**src/rtl/fft8.sv**
```systemverilog
// Unscaled 8-point forward DFT (radix-2 DIT, twiddle c = 181/256), one transform per cycle.
// Latency 1 cycle from the sampling edge to registered outputs; no backpressure, accepts every cycle.
module fft8 (
  input  logic        clk,
  input  logic        rst,
  input  logic [79:0] dinre,
  input  logic [79:0] dinim,
  output logic [79:0] doutre,
  output logic [79:0] doutim
);

  // Sums reach ~1.3M after x256 scaling; 24 signed bits leave margin.
  localparam int W = 24;
  localparam logic signed [W-1:0] RND  = 255;
  localparam logic signed [W-1:0] ZRO  = 0;
  localparam logic signed [W-1:0] COEF = 181;

  logic signed [W-1:0] xr [8];
  logic signed [W-1:0] xi [8];
  logic signed [W-1:0] ar [4];
  logic signed [W-1:0] ai [4];
  logic signed [W-1:0] br [4];
  logic signed [W-1:0] bi [4];
  logic signed [W-1:0] tr [4];
  logic signed [W-1:0] ti [4];
  logic signed [W-1:0] sr [8];
  logic signed [W-1:0] si [8];
  logic [79:0] nxtre;
  logic [79:0] nxtim;

  always_comb begin
    for (int i = 0; i < 8; i++) begin
      xr[i] = W'($signed(dinre[10*i +: 10]));
      xi[i] = W'($signed(dinim[10*i +: 10]));
    end
  end

  // 4-point DFTs of even (A) and odd (B) samples; -j and +j are swaps.
  always_comb begin
    ar[0] = xr[0] + xr[2] + xr[4] + xr[6];
    ai[0] = xi[0] + xi[2] + xi[4] + xi[6];
    ar[1] = (xr[0] - xr[4]) + (xi[2] - xi[6]);
    ai[1] = (xi[0] - xi[4]) - (xr[2] - xr[6]);
    ar[2] = xr[0] - xr[2] + xr[4] - xr[6];
    ai[2] = xi[0] - xi[2] + xi[4] - xi[6];
    ar[3] = (xr[0] - xr[4]) - (xi[2] - xi[6]);
    ai[3] = (xi[0] - xi[4]) + (xr[2] - xr[6]);

    br[0] = xr[1] + xr[3] + xr[5] + xr[7];
    bi[0] = xi[1] + xi[3] + xi[5] + xi[7];
    br[1] = (xr[1] - xr[5]) + (xi[3] - xi[7]);
    bi[1] = (xi[1] - xi[5]) - (xr[3] - xr[7]);
    br[2] = xr[1] - xr[3] + xr[5] - xr[7];
    bi[2] = xi[1] - xi[3] + xi[5] - xi[7];
    br[3] = (xr[1] - xr[5]) - (xi[3] - xi[7]);
    bi[3] = (xi[1] - xi[5]) + (xr[3] - xr[7]);
  end

  // Twiddled odd terms, all scaled by 256 so the diagonal ones stay exact.
  always_comb begin
    tr[0] = br[0] <<< 8;
    ti[0] = bi[0] <<< 8;
    tr[1] = COEF * (br[1] + bi[1]);
    ti[1] = COEF * (bi[1] - br[1]);
    tr[2] = bi[2] <<< 8;
    ti[2] = -(br[2] <<< 8);
    tr[3] = COEF * (bi[3] - br[3]);
    ti[3] = -(COEF * (br[3] + bi[3]));
  end

  always_comb begin
    for (int k = 0; k < 4; k++) begin
      sr[k]   = (ar[k] <<< 8) + tr[k];
      si[k]   = (ai[k] <<< 8) + ti[k];
      sr[k+4] = (ar[k] <<< 8) - tr[k];
      si[k+4] = (ai[k] <<< 8) - ti[k];
    end
  end

  // Biasing negatives by 255 before the arithmetic shift makes it truncate toward zero.
  always_comb begin
    nxtre = '0;
    nxtim = '0;
    for (int k = 0; k < 8; k++) begin
      nxtre[10*k +: 10] = 10'((sr[k] + (sr[k][W-1] ? RND : ZRO)) >>> 8);
      nxtim[10*k +: 10] = 10'((si[k] + (si[k][W-1] ? RND : ZRO)) >>> 8);
    end
  end

  always_ff @(posedge clk) begin
    if (rst) begin
      doutre <= '0;
      doutim <= '0;
    end else begin
      doutre <= nxtre;
      doutim <= nxtim;
    end
  end

endmodule

```
**config.mk**
```make
export PLATFORM = sky130hd
export DESIGN_NAME = fft8
export DESIGN_NICKNAME = d
export VERILOG_FILES = /design/src/rtl/fft8.sv
export SDC_FILE = /design/constraint.sdc
export NUM_CORES = 2
export LEC_CHECK = 0
export CAP_MARGIN = 20
export CORE_ASPECT_RATIO = 0.75
export CORE_MARGIN = 5
export CORE_UTILIZATION = 40
export DETAILED_ROUTE_END_ITERATION = 8
export GPL_ROUTABILITY_DRIVEN = 0
export MAX_ROUTING_LAYER = met4
export PLACE_DENSITY_LB_ADDON = 0.05
export SETUP_SLACK_MARGIN = 0.05
export SLEW_MARGIN = 20
export SYNTH_ARGS = -nofsm -noshare
export SYNTH_HDL_FRONTEND = slang
export SYNTH_SLANG_ARGS = --single-unit
```
**constraint.sdc**
```tcl
create_clock -name clk -period 19.75 [get_ports clk]
set_clock_uncertainty 0.2 [all_clocks]
set_input_delay 3.95 -clock clk [delete_from_list [all_inputs] [get_ports clk]]
set_output_delay 3.95 -clock clk [all_outputs]
set_load 0.02 [all_outputs]
```
==> impl_metrics.json <==
{
  "setup_viol": 0,
  "ioPinCount": 322,
  "grt_max_degree": 77,
  "synth_edf_count": 0,
  "postCtsSetupRepairBufs": 0,
  "yosysWarningCount": 0,
  "layout-drive-gt1-share_pct": 1.67,
  "fmax_mhz": 58.7,
  "ys_seq_area_share_pct": 7.91,
  "grt_pass1_wl_um": 181000,
  "synth_area_leaders": "ha_1, fa_1, inv_1, xnor2_1, dfxtp_1",
  "cpLargestDelayFamily": "compound AO/OA/AOI/OAI gates",
  "die_y_um": 282,
  "syn_nets": 6102,
  "routedWlPerCell_um": 18.4,
  "vias_per_cell": 4.85,
  "ant_nets": 0,
  "holdPathEnd": "doutim[18]",
  "cts_resized": 0,
  "drt_iter0_markers": 1653,
  "clock-sinks": 156,
  "portBuffers": 321,
  "finalSetupTns_ns": 0,
  "slowest_stage": "nor4b_1",
  "tightest_slew_ns": 1.14,
  "path_class": "in2reg",
  "crit_path_max_fanout": 8,
  "cpMostUsedCell": "a21oi_1",
  "yosysTopAreaCell": "ha_1",
  "grt.total_usage_pct": 23.0,
  "die_w_um": 373,
  "hold_path_class": "in2reg",
  "grt-ovfl-total": 0,
  "holdBufCountCts": 0,
  "drv_cap": 0,
  "root_buffer": "clkbuf_16",
  "timing.hold.ws_ns": 3.48,
  "cts_buffer_depth": 2,
  "syn_area_um2": 39500,
  "outcome": "finished clean",
  "clkSlewWorstSetupHoldPaths_ns": 0.09,
  "cts_max_level": 4,
  "hold_violations": 0,
  "syn_inst": 4738,
  "crit_buf_inv": 7,
  "critPathArrivalTime_ns": 17.24,
  "synth_seq_cells": 156,
  "antenna_found_initial": 12,
  "vias": 30803,
  "place_hpwl_um": 105000,
  "cts_tree": "done",
  "drtPass1Iterations": 5,
  "rsz0062_at_grt": "false",
  "start_util_pct": 40.5,
  "endpoint_kind": "register",
  "synthArstFlopShare_pct": 0,
  "numCtsBuffers": 17,
  "num_rows": 99,
  "finalCritPeriodShare_pct": 86.3,
  "totalWireLength_um": 117000,
  "cpPeakStageDelay_ns": 0.62,
  "required_ns": 19.95,
  "ys_types": 85,
  "syn2layout_area_growth_pct": 13.4,
  "hold_depth": 2,
  "slew_headroom_pct": 22.9,
  "start_kind": "primary input",
  "syn_area_per_cell_um2": 8.34,
  "die-area_um2": 105000,
  "period_minus_slack_ns": 17.04,
  "grt_pass1_vias": 30827,
  "synthDominantCellAreaShare_pct": 27.1,
  "ys.flop_type": "dfxtp_1",
  "fin_nets": 6371,
  "core_um2": 97600,
  "hp-start": "rst",
  "drc": 0,
  "drv_slew": 0
}
==> cell usage in the layout, fill, tap and decap left out, drive strengths merged, types with 18 or more instances in the layout <==
master,n
and2,18
fa,348
nor2,414
xor2,147
a21oi,355
ha,854
o21a,25
o21bai,161
inv,956
xnor2,407
a211oi,19
and3,21
nor2b,45
a31oi,21
nand2b,40
a21o,95
nand3,40
o31ai,18
o21ai,126
nand2,121
nor3,70
nor4,18
or3,21
clkdlybuf4s50,320
dfxtp,156
==> kinds of logic (layout without fill, tap and decap cells) <==
group	after synthesis	after routing	share of synthesized area, %
adder cells (fa/ha/maj)	1202	1202	44.7
buffers and inverters	1031	1313	9.86
AO/OA/AOI/OAI	905	905	14.4
AND/OR/NAND/NOR	873	873	10.3
XOR/XNOR	555	555	12.4
flip-flops	156	156	7.91
multiplexers	16	16	0.434
other	0	12	0
==> area by class of cell <==
type                       instances  area (um2)
fill                            9942       52800
multi-input combinational       3551       32500
inverter                         950        3570
timing repair buffer             331        3290
sequential                       156        3120
tap                             1313        1640
clock buffer                      17         425
clock inverter                    15         215
antenna                           12        30.0
==> cells in the mapped netlist (69+ instances only) <==
cell and number:
a21o_1 95, ha_1 854, o21ai_0 116, nand2_1 121, fa_1 348, dfxtp_1 156, xnor2_1 404, inv_1 947
a21oi_1 354, clkbuf_1 70, xor2_1 147, o21bai_1 161, nor3_1 69, nor2_1 414
==> state kept, by name, summed over array words and instances (netlist names) <==
| register | flops |
|---|---|
| doutim | 78 |
| doutre | 78 |
==> layer usage <==
metal / global-route usage, % / share of wire, %
met3: 3.44 / 4.1
met5: - / 0
met4: 3.25 / 0.86
met1: 33.4 / 52
met2: 34.8 / 43
==> per-stage QoR <==
| step | std cells | setup WS [ns] | cell area (um2) | utilization, % |
|---|---|---|---|---|
| 6_report | 6345 | 2.71 | 44800 | 45.9 |
| 5_1_grt | 6343 | 1.19 | 44800 | 45.9 |
| 4_1_cts | 6333 | 2.74 | 44700 | 45.8 |
| 3_5_place_dp | 6301 | 2.21 | 44100 | 45.2 |
| 3_3_place_gp | 6301 | 2.39 | 44100 | 45.2 |
| 2_1_floorplan | 4738 | 4.07 | 39500 | - |
==> worst max path at each step <==
stage / startpoint / end / slack (ns) / depth (start not counted)
detailed placement: dinim[10] / doutre[79] / 2.21 / 59
global placement: dinim[10] / doutim[38] / 2.39 / 58
CTS: dinim[10] / doutre[79] / 2.74 / 59
global route: dinim[10] / doutre[79] / 1.19 / 59
finish: dinim[10] / doutre[79] / 2.71 / 59
floorplan: dinim[10] / doutim[38] / 4.07 / 59
Power is not shown: default switching activity piles up to over one toggle a cycle in this logic, so the estimate is an artifact.
